--- src/rtl/fp_wb_arbiter.sv ---
// fp_wb_arbiter
//   Round-robin arbiter that collects intermediate FP results from NUM_UNITS
//   producers (madd, mul, div/sqrt) and hands them one at a time to the
//   normalize/round stage.
//
//   Build option: define FP_WB_ARB_SKID_EN to put a 2-entry FIFO between
//   arbitration and the output. This removes the combinational path from
//   out_ready to unit_ack. Without the macro there is a single output
//   register, and acceptance depends on out_ready in the same cycle.
//
// Ports
//   clk, rst      : clock, asynchronous active-high reset
//   unit_done     : per-producer "result pending"
//   unit_id       : per-producer id, slot i at [i*ID_W +: ID_W]
//   unit_payload  : per-producer result, slot i at [i*PAYLOAD_W +: PAYLOAD_W]
//   unit_ack      : one-hot acceptance of a producer result
//   out_valid     : result presented to the round stage
//   out_id        : id of the presented result
//   out_payload   : the presented result
//   out_unit      : index of the producer that supplied the result
//   out_ready     : round stage consumes when out_valid && out_ready
module fp_wb_arbiter #(
  parameter int NUM_UNITS = 3,
  parameter int ID_W      = 3,
  parameter int PAYLOAD_W = 72
) (
  input  logic                           clk,
  input  logic                           rst,
  input  logic [NUM_UNITS-1:0]           unit_done,
  input  logic [NUM_UNITS*ID_W-1:0]      unit_id,
  input  logic [NUM_UNITS*PAYLOAD_W-1:0] unit_payload,
  output logic [NUM_UNITS-1:0]           unit_ack,
  output logic                           out_valid,
  output logic [ID_W-1:0]                out_id,
  output logic [PAYLOAD_W-1:0]           out_payload,
  output logic [$clog2(NUM_UNITS)-1:0]   out_unit,
  input  logic                           out_ready
);

  localparam int UNIT_W = $clog2(NUM_UNITS);

  logic [UNIT_W-1:0]    r_ptr;
  logic                 w_found;
  logic [UNIT_W-1:0]    w_gnt;
  logic [UNIT_W-1:0]    w_cand;
  logic [NUM_UNITS-1:0] w_sel;
  logic                 w_accept;
  logic                 w_ack;
  logic [ID_W-1:0]      w_id;
  logic [PAYLOAD_W-1:0] w_payload;

  // Search ptr, ptr+1, ... (mod NUM_UNITS); the first pending producer wins.
  always_comb begin
    w_found = 1'b0;
    w_gnt   = '0;
    w_cand  = '0;
    w_sel   = '0;
    for (int k = 0; k < NUM_UNITS; k++) begin
      if (int'(r_ptr) + k < NUM_UNITS) w_cand = UNIT_W'(int'(r_ptr) + k);
      else                             w_cand = UNIT_W'(int'(r_ptr) + k - NUM_UNITS);
      w_sel = unit_done >> w_cand;
      if (!w_found && w_sel[0]) begin
        w_found = 1'b1;
        w_gnt   = w_cand;
      end
    end
  end

  // The reset term keeps unit_ack low for as long as rst is asserted,
  // not just from the next clock edge.
  assign w_ack     = w_found & w_accept & ~rst;
  assign unit_ack  = w_ack ? (NUM_UNITS'(1) << w_gnt) : '0;
  assign w_id      = unit_id[int'(w_gnt)*ID_W +: ID_W];
  assign w_payload = unit_payload[int'(w_gnt)*PAYLOAD_W +: PAYLOAD_W];

  always_ff @(posedge clk or posedge rst) begin
    if (rst) begin
      r_ptr <= '0;
    end else if (w_ack) begin
      r_ptr <= (int'(w_gnt) == NUM_UNITS-1) ? '0 : w_gnt + 1'b1;
    end
  end

`ifdef FP_WB_ARB_SKID_EN
  // 2-entry FIFO. Acceptance looks only at the registered occupancy, so
  // unit_ack never depends on out_ready. With one entry held, a push and a
  // pop can happen in the same cycle, which sustains one result per cycle.
  logic [ID_W-1:0]      r_fid   [2];
  logic [PAYLOAD_W-1:0] r_fpay  [2];
  logic [UNIT_W-1:0]    r_funit [2];
  logic                 r_wp;
  logic                 r_rp;
  logic [1:0]           r_cnt;
  logic                 w_pop;

  assign w_pop    = (r_cnt != 2'd0) & out_ready;
  assign w_accept = (r_cnt != 2'd2);

  always_ff @(posedge clk or posedge rst) begin
    if (rst) begin
      r_wp  <= 1'b0;
      r_rp  <= 1'b0;
      r_cnt <= 2'd0;
    end else begin
      if (w_ack) r_wp <= ~r_wp;
      if (w_pop) r_rp <= ~r_rp;
      case ({w_ack, w_pop})
        2'b10:   r_cnt <= r_cnt + 2'd1;
        2'b01:   r_cnt <= r_cnt - 2'd1;
        default: r_cnt <= r_cnt;
      endcase
    end
  end

  always_ff @(posedge clk) begin
    if (w_ack) begin
      r_fid[r_wp]   <= w_id;
      r_fpay[r_wp]  <= w_payload;
      r_funit[r_wp] <= w_gnt;
    end
  end

  assign out_valid   = (r_cnt != 2'd0);
  assign out_id      = r_fid[r_rp];
  assign out_payload = r_fpay[r_rp];
  assign out_unit    = r_funit[r_rp];
`else
  // Single output register. It advances when it is empty or being consumed,
  // so a new result can follow a consumed one with no bubble.
  logic                 r_valid;
  logic [ID_W-1:0]      r_id;
  logic [PAYLOAD_W-1:0] r_payload;
  logic [UNIT_W-1:0]    r_unit;

  assign w_accept = ~r_valid | out_ready;

  always_ff @(posedge clk or posedge rst) begin
    if (rst) begin
      r_valid <= 1'b0;
    end else if (w_accept) begin
      r_valid <= w_ack;
    end
  end

  always_ff @(posedge clk) begin
    if (w_ack) begin
      r_id      <= w_id;
      r_payload <= w_payload;
      r_unit    <= w_gnt;
    end
  end

  assign out_valid   = r_valid;
  assign out_id      = r_id;
  assign out_payload = r_payload;
  assign out_unit    = r_unit;
`endif

endmodule

--- config.mk ---
export PLATFORM = sky130hd
export DESIGN_NAME = fp_wb_arbiter
export DESIGN_NICKNAME = d
export VERILOG_FILES = /design/src/rtl/fp_wb_arbiter.sv
export SDC_FILE = /design/constraint.sdc
export NUM_CORES = 1
export LEC_CHECK = 0
export ABC_AREA = 1
export BUFFER_PORTS_ARGS = -buffer_cell sky130_fd_sc_hd__buf_2
export CORE_AREA = 2 2 122 124
export DETAILED_ROUTE_END_ITERATION = 8
export DIE_AREA = 0 0 124 126
export GPL_TIMING_DRIVEN = 0
export PLACE_DENSITY = 0.63
export SETUP_SLACK_MARGIN = 0.1
export SLEW_MARGIN = 40
export SYNTH_ARGS = -nofsm -noshare
export SYNTH_HDL_FRONTEND = slang
export SYNTH_SLANG_ARGS = --single-unit
--- constraint.sdc ---
create_clock -name clk -period 3.3 [get_ports clk]
set_input_delay 0.165 -clock clk [delete_from_list [all_inputs] [get_ports clk]]
set_output_delay 0.165 -clock clk [all_outputs]
set_load 0.01 [all_outputs]
Yosys cells after proc, flatten, opt, wreduce, memory -nomap -nowiden
Cells that the tools add are included.
{ "classes": {"n_addsub": 6, "multipliers": 2, "div_mod_pow": 0, "magnitude_cmp": 3, "n_eq_ne": 1, "shift": 6, "n_mux": 11, "bitwise": 5, "n_reduce_logical": 4} }
{ "ops": {"columns": ["op", "n"], "rows": [
  ["216-bit by 10-bit variable part select with 72-bit output", 1],
  ["2-bit 2-to-1 mux", 7],
  ["9-bit by 5-bit variable part select with 3-bit output", 1],
  ["3-bit by 2-bit >> shifter with 1-bit output", 3],
  ["3-bit by 2-bit less-than comparator with 1-bit output, second input constant", 2],
  ["2-bit by 4-bit multiplier with 6-bit output, second input constant", 1],
  ["2-bit subtractor, second input constant", 3],
  ["2-bit by 2-bit multiplier with 4-bit output, second input constant", 1],
  ["2-bit by 1-bit adder with 3-bit output, second input constant", 1],
  ["2-bit by 2-bit adder with 3-bit output, second input constant", 1],
  ["1-bit 2-to-1 mux", 3],
  ["3-bit 2-to-1 mux", 1],
  ["1-bit by 2-bit << shifter with 3-bit output, first input constant", 1],
  ["2-bit by 1-bit adder with 2-bit output, second input constant", 1],
  ["1-bit AND", 2],
  ["2-bit equality test, second input constant", 1],
  ["1-bit logical AND", 2],
  ["1-bit zero test", 2],
  ["2-bit less-than comparator, second input constant", 1],
  ["1-bit inverter", 2],
  ["1-bit bitwise OR", 1]
]} }
{ "totals": {"ff_bits": 80, "latch_bits": 0, "ram_bits": 0, "rom_bits": 0, "in_bits": 231, "out_inout_bits": 81, "mem_count": 0} }

Longest topological paths before layout
{ "logic_depth": {"depth_word": 13, "depth_mapped": 14} }

Least setup slack after synthesis
OpenSTA, ideal clock, no wires.
{ "synth_path": {"path_kind": "register -> output", "startpoint": "register r_ptr[0]", "endpoint": "output port unit_ack[0]", "arrival_time_ns": 3.209, "required_ns": 3.135, "path_slack_ns": -0.074, "stages_incl_launch_ff": 11, "path_buffers": 0, "cell_sequence": "dfrtp_1 > inv_1 > ha_1 > inv_2 > nand3_1 > nand2_1 > nand4_1 > nand3_1 > inv_1 > nand2_1 > nor2_1"} }
{ "synth_between": {"elab_chain_len": 13, "word_cells_on_any_way": 28, "classes_between": "5 x add/sub; 3 x order compare; 4 x shift; 10 x mux; 2 x bitwise; 4 x reduce/logical"} }
{ "synth_rtl": {"columns": ["item", "line_no", "source"], "rows": [
  ["from (decl)", "42", "logic [UNIT_W-1:0] r_ptr;"],
  ["from (signal assigned)", "80", "r_ptr <= (int'(w_gnt) == NUM_UNITS-1) ? '0 : w_gnt + 1'b1;"],
  ["branches (longest 9 deep; another with 2-bit by 1-bit adder with 3-bit output)", null, null],
  ["1-bit 2-to-1 mux *", "62", "if (!w_found && w_sel[0]) begin"],
  ["1-bit AND * (2 in series)", "71", "assign w_ack = w_found & w_accept & ~rst;"],
  ["net w_ack", "48", "logic w_ack;"],
  ["3-bit 2-to-1 mux *", "72", "assign unit_ack = w_ack ? (NUM_UNITS'(1) << w_gnt) : '0;"],
  ["to (decl)", "32", "output logic [NUM_UNITS-1:0] unit_ack,"]
]} }
Mark *: on every way through the listed nets, which the timed path passes.

Final worst setup path
{ "layout_path": {"startpoint": "register r_ptr[0]", "endpoint": "output port unit_ack[0]"} }
{ "layout_between": {"elab_chain_len": 13, "word_cells_on_any_way": 28, "classes_between": "5 x add/sub; 3 x order compare; 4 x shift; 10 x mux; 2 x bitwise; 4 x reduce/logical"} }
{ "layout_rtl": {"columns": ["item", "line_no"], "rows": [
  ["branches (longest 12 deep; another with 2-bit by 1-bit adder with 3-bit output)", null],
  ["3-bit 2-to-1 mux *", "72"]
]} }
Mark *: on every way between the ends.

==> report_table.html <==
<table>
<tr><th>Metric</th><th>Value</th></tr>
<tr><th colspan="2">Critical path</th></tr>
<tr><td>Worst path max stage delay</td><td>0.41 ns</td></tr>
<tr><td>Bufs and invs on worst path</td><td>5</td></tr>
<tr><td>RR Startpoint</td><td>r_ptr[0]</td></tr>
<tr><td>Maximum fanout along the worst path</td><td>10</td></tr>
<tr><td>Capturing element type of the critical path</td><td>output port</td></tr>
<tr><td>CP most frequent cell</td><td>sky130_fd_sc_hd__nand2_1</td></tr>
<tr><td>Kind of start point of the critical path</td><td>flip-flop</td></tr>
<tr><td>Crit path DAT</td><td>2.81 ns</td></tr>
<tr><td>Register-to-Register Path Depth</td><td>11</td></tr>
<tr><td>Class of the most critical setup path</td><td>reg -&gt; out</td></tr>
<tr><td>Capture point of the worst reg-to-reg path</td><td>out_payload[42]</td></tr>
<tr><td>Worst path cell trace</td><td>inv_1 -&gt; ha_1 -&gt; inv_2 -&gt; nand2_1 -&gt; nand3_1 -&gt; nand2_1 -&gt; nand3_2 -&gt; nand2_2 -&gt; nor2_4 -&gt; buf_6 -&gt; buf_6 -&gt; nand2_1 -&gt; nor2_1 -&gt; buf_2</td></tr>
<tr><td>Family with the most delay on the worst path</td><td>simple AND/OR/NAND/NOR gates</td></tr>
<tr><td>Cell with the largest stage delay on the worst path</td><td>sky130_fd_sc_hd__dfrtp_1</td></tr>
<tr><td>Required arrival time at the worst endpoint</td><td>3.13 ns</td></tr>
<tr><td>Register-to-register path setup slack</td><td>about 0.38 ns</td></tr>
<tr><th colspan="2">Pwr</th></tr>
<tr><td>Internal Power</td><td>approximately 0.0045 W</td></tr>
<tr><td>Power per cell area</td><td>about 1200 nW/um2</td></tr>
<tr><td>Switching component of the power</td><td>~0.0038 W</td></tr>
<tr><td>Leakage dissipation</td><td>~3.2 nW</td></tr>
<tr><td>Combinational share of power</td><td>0.615</td></tr>
<tr><td>Total power draw</td><td>0.00834 W</td></tr>
<tr><td>Sw Share</td><td>0.458</td></tr>
<tr><td>Sequential share of power</td><td>0.264</td></tr>
<tr><td>Worst voltage drop across the vdd grid</td><td>~660 uV</td></tr>
<tr><td>Clk network pwr share</td><td>0.121</td></tr>
<tr><th colspan="2">CTS</th></tr>
<tr><td>Clock network latency to the later pin of the worst-skew pair</td><td>roughly 0.34 ns</td></tr>
<tr><td>Bufs on Longest Clock Path</td><td>2</td></tr>
<tr><td>CTS clk-pin slew, worst paths</td><td>0.07 ns</td></tr>
<tr><td>Number of setup buffers added after CTS</td><td>0</td></tr>
<tr><td>Inserted Clock Buffers</td><td>9</td></tr>
<tr><td>Clock tree root driver cell</td><td>sky130_fd_sc_hd__clkbuf_16</td></tr>
<tr><td>H-tree depth reported by CTS</td><td>3</td></tr>
<tr><td>CTS hold repair buffers</td><td>1</td></tr>
<tr><td>Clock tree from TritonCTS</td><td>done</td></tr>
<tr><td>CTS sink cnt</td><td>80</td></tr>
<tr><td># resized after CTS</td><td>0</td></tr>
<tr><th colspan="2">Floorplanning</th></tr>
<tr><td>Die height</td><td>126 um</td></tr>
<tr><td>Number of top-level design ports</td><td>around 310</td></tr>
<tr><td>Starting utilization of the core area</td><td>0.312</td></tr>
<tr><td>Standard-cell row count</td><td>44</td></tr>
<tr><td>Die Outline Area</td><td>around 16000 um2</td></tr>
<tr><td>Die boundary width</td><td>124 um</td></tr>
<tr><td>Core box area</td><td>about 14000 um2</td></tr>
<tr><th colspan="2">Timing</th></tr>
<tr><td>Total count of max-transition violations in the final report</td><td>0</td></tr>
<tr><td>Transition time at the pin with the least slew margin</td><td>about 0.47 ns</td></tr>
<tr><td>Maximum clock frequency</td><td>336 MHz</td></tr>
<tr><td>Rel. slew slack</td><td>0.686</td></tr>
<tr><td>Worst hold slack after final layout</td><td>0.0801 ns</td></tr>
<tr><td>Unrepaired setup endpoints after global routing</td><td>no</td></tr>
<tr><td>Setup TNS</td><td>0 ns</td></tr>
<tr><td>Post-route minimum period</td><td>between 2 and 3 ns</td></tr>
<tr><td>Final worst setup slack</td><td>0.325 ns</td></tr>
<tr><td>Fin. Hold Viols</td><td>0</td></tr>
<tr><td>Post-route clock period utilization</td><td>0.902</td></tr>
<tr><td>Worst Clk Skew</td><td>0.00624 ns</td></tr>
<tr><td>Setup violations, final</td><td>0</td></tr>
<tr><th colspan="2">Yosys</th></tr>
<tr><td>Number of enable flip-flop cells after synthesis</td><td>77</td></tr>
<tr><td>Area share of the largest cell type after synthesis</td><td>0.518</td></tr>
<tr><td>Count of mapped cells out of synthesis</td><td>493</td></tr>
<tr><td>Most frequently used cell type in the post-synthesis netlist</td><td>sky130_fd_sc_hd__nand3_1</td></tr>
<tr><td>Cell variety after synth</td><td>23</td></tr>
<tr><td>Asr flop ratio synth</td><td>0.0375</td></tr>
<tr><td>Post-synthesis sequential element count</td><td>80</td></tr>
<tr><td>Cell taking the most area after synthesis</td><td>sky130_fd_sc_hd__edfxtp_1</td></tr>
<tr><td>Primary flip-flop cell chosen by synthesis mapping</td><td>sky130_fd_sc_hd__edfxtp_1</td></tr>
<tr><td>Post-Syn Nets</td><td>between 700 and 800</td></tr>
<tr><td>Cell area after synthesis</td><td>~4500 um2</td></tr>
<tr><td>Sequential element share of the synthesized area</td><td>0.534</td></tr>
<tr><td>Average cell area after synthesis</td><td>a little over 9 um2</td></tr>
<tr><td>Most frequent cells after synthesis</td><td>sky130_fd_sc_hd__nand3_1, sky130_fd_sc_hd__nand2_1, sky130_fd_sc_hd__edfxtp_1</td></tr>
<tr><td>Ranking of synthesized cells by area</td><td>sky130_fd_sc_hd__edfxtp_1, sky130_fd_sc_hd__nand3_1, sky130_fd_sc_hd__nand2_1, sky130_fd_sc_hd__buf_6, sky130_fd_sc_hd__buf_2</td></tr>
<tr><td>Total of warnings raised by yosys</td><td>0</td></tr>
<tr><th colspan="2">Detailed routing</th></tr>
<tr><td>Routed length on met2</td><td>just under 8 mm</td></tr>
<tr><td>Vias</td><td>slightly below 5000</td></tr>
<tr><td>Number of antenna-violating nets in the routed design</td><td>0</td></tr>
<tr><td>Met1 layer wirelength in the final routing</td><td>between 6 and 7 mm</td></tr>
<tr><td>Total length of routed met3 wires</td><td>around 1.4 mm</td></tr>
<tr><td>Topmost layer with routed signal wires</td><td>met4</td></tr>
<tr><td>Drt initial violations</td><td>278</td></tr>
<tr><td>Ratio of routed vias to standard cells</td><td>slightly below 5</td></tr>
<tr><td>Number of iterations in the first detailed-routing pass</td><td>6</td></tr>
<tr><td>Remaining routing DRC violations</td><td>0</td></tr>
<tr><td>WL per Instance</td><td>roughly 16 um</td></tr>
<tr><td>Post-detailed-routing wire length</td><td>16.2 mm</td></tr>
<tr><th colspan="2">Global route</th></tr>
<tr><td>Remaining global-route overflow</td><td>0</td></tr>
<tr><td>Vias in the first global route</td><td>roughly 4600</td></tr>
<tr><td>Global-route usage over all layers</td><td>0.198</td></tr>
<tr><td>Number of antenna violations at the first check in global routing</td><td>0</td></tr>
<tr><td>First-pass GRT wire length</td><td>23.4 mm</td></tr>
<tr><td>Pin count of the biggest net entering global routing</td><td>22</td></tr>
<tr><th colspan="2">Final layout</th></tr>
<tr><td>Synth-to-layout area growth</td><td>49.4%</td></tr>
<tr><td>Area of combinational cells with multiple inputs</td><td>approximately 1800 um2</td></tr>
<tr><td>Fraction of layout cells with a size suffix above 1</td><td>0.464</td></tr>
<tr><td>Final-layout fill cell count</td><td>about 1500</td></tr>
<tr><td>FF+latch area</td><td>approximately 2400 um2</td></tr>
<tr><td>Layout Nets</td><td>1055</td></tr>
<tr><td>Final non-filler cell area</td><td>roughly 6700 um2</td></tr>
<tr><td>Ant diodes</td><td>0</td></tr>
<tr><th colspan="2">Placement</th></tr>
<tr><td>Standard cell area after detailed placement</td><td>6370 um2</td></tr>
<tr><td>Final weighted congestion in routability-driven placement</td><td>between 0.8 and 0.9</td></tr>
<tr><td>Worst slack at placement</td><td>around 0.41 ns</td></tr>
<tr><td>IO buf count</td><td>roughly 310</td></tr>
<tr><td>HPWL after detailed placement</td><td>12.5 mm</td></tr>
<tr><th colspan="2">Hold path</th></tr>
<tr><td>Launch instance of the worst min-delay path</td><td>out_ready</td></tr>
<tr><td>Worst Hold Endpoint</td><td>out_valid</td></tr>
<tr><td>WHS Path Cells</td><td>4</td></tr>
<tr><td>Type of the worst min-delay path</td><td>in -&gt; reg</td></tr>
<tr><th colspan="2">Run</th></tr>
<tr><td>Max-cap viol count</td><td>0</td></tr>
<tr><th colspan="2">Status</th></tr>
<tr><td>Result of the run</td><td>finished clean</td></tr>
</table>
-- registers in the layout, indices dropped and copies added (netlist names) --
register and cells:
out_id 3, out_valid 1, out_unit 2, out_payload 72, r_ptr 2
-- kinds of logic (layout without fill, tap and decap cells) --
family,Yosys count,in the layout,synth area share
AO/OA/AOI/OAI,2,2,0.00308
adder cells (fa/ha/maj),4,4,0.0112
buffers and inverters,54,386,0.0728
flip-flops,80,80,0.534
AND/OR/NAND/NOR,353,353,0.378
-- metal layers --
layer | up-vias | GRT usage
met1 | 2266 | 0.238
met4 | 0 | 0.0753
met2 | 251 | 0.347
met5 | - | 0
met3 | 28 | 0.0371
li1 | 2426 | -
-- worst register-to-register path, delay by kind of cell, from the launching register on --
family        cells  cell delay, ns
buf+inv           6            1.27
simple gates      4            0.62
fa+ha+maj         1            0.38
flops             1            0.41
-- layout make-up --
cell class / count / share of cell area
clock inverters: 7 / 0.0109
multi-input cells: 359 / 0.263
inverters: 14 / 0.00843
clock buffers: 9 / 0.0337
flip-flops and latches: 80 / 0.358
well taps: 184 / 0.0345
plain buffers: 40 / 0.0409
repair buffers: 316 / 0.251
-- layout by cell type (no fill, tap or decap), drive strengths merged --
cell type / count
nand2: 99
nor3: 3
dfrtp: 3
clkinvlp: 2
buf: 352
nor2: 7
nand3: 240
clkbuf: 12
inv: 13
clkinv: 5
edfxtp: 77
nand4: 3
ha: 4
bufinv: 1
o21ai: 2
dlygate4sd3: 1
nand3b: 1
-- metrics by stage --
| step | instances | util |
|---|---|---|
| floorplan | 493 | - |
| global placement | 988 | 0.437 |
| detailed placement | 992 | 0.445 |
| CTS | 1009 | 0.466 |
| global route | 1009 | 0.466 |
| finish | 1009 | 0.466 |
-- how the worst max path moves through the flow --
stage                  start        endpoint  slack (ns)  cells after the start
floorplan           r_ptr[0]       out_id[0]        0.31                      8
global placement    r_ptr[0]  out_payload[1]       -0.55                      8
detailed placement  r_ptr[0]  out_payload[1]        0.41                     11
CTS                 r_ptr[0]     unit_ack[0]        0.31                     14
global route        r_ptr[0]     unit_ack[0]        0.17                     14
finish              r_ptr[0]     unit_ack[0]        0.32                     14
-- power groups by stage --
stage / Sequential, W / Combinational, W / Clock (W)
2_1_floorplan: 0.00255 / 0.00298 / 0
3_3_place_gp: 0.00223 / 0.00502 / 0
3_5_place_dp: 0.00222 / 0.00517 / 0
4_1_cts: 0.00221 / 0.00519 / 0.00103
5_1_grt: 0.00225 / 0.00569 / 0.00106
6_report: 0.00220 / 0.00513 / 0.00101
(Power assumes the default switching activity.)
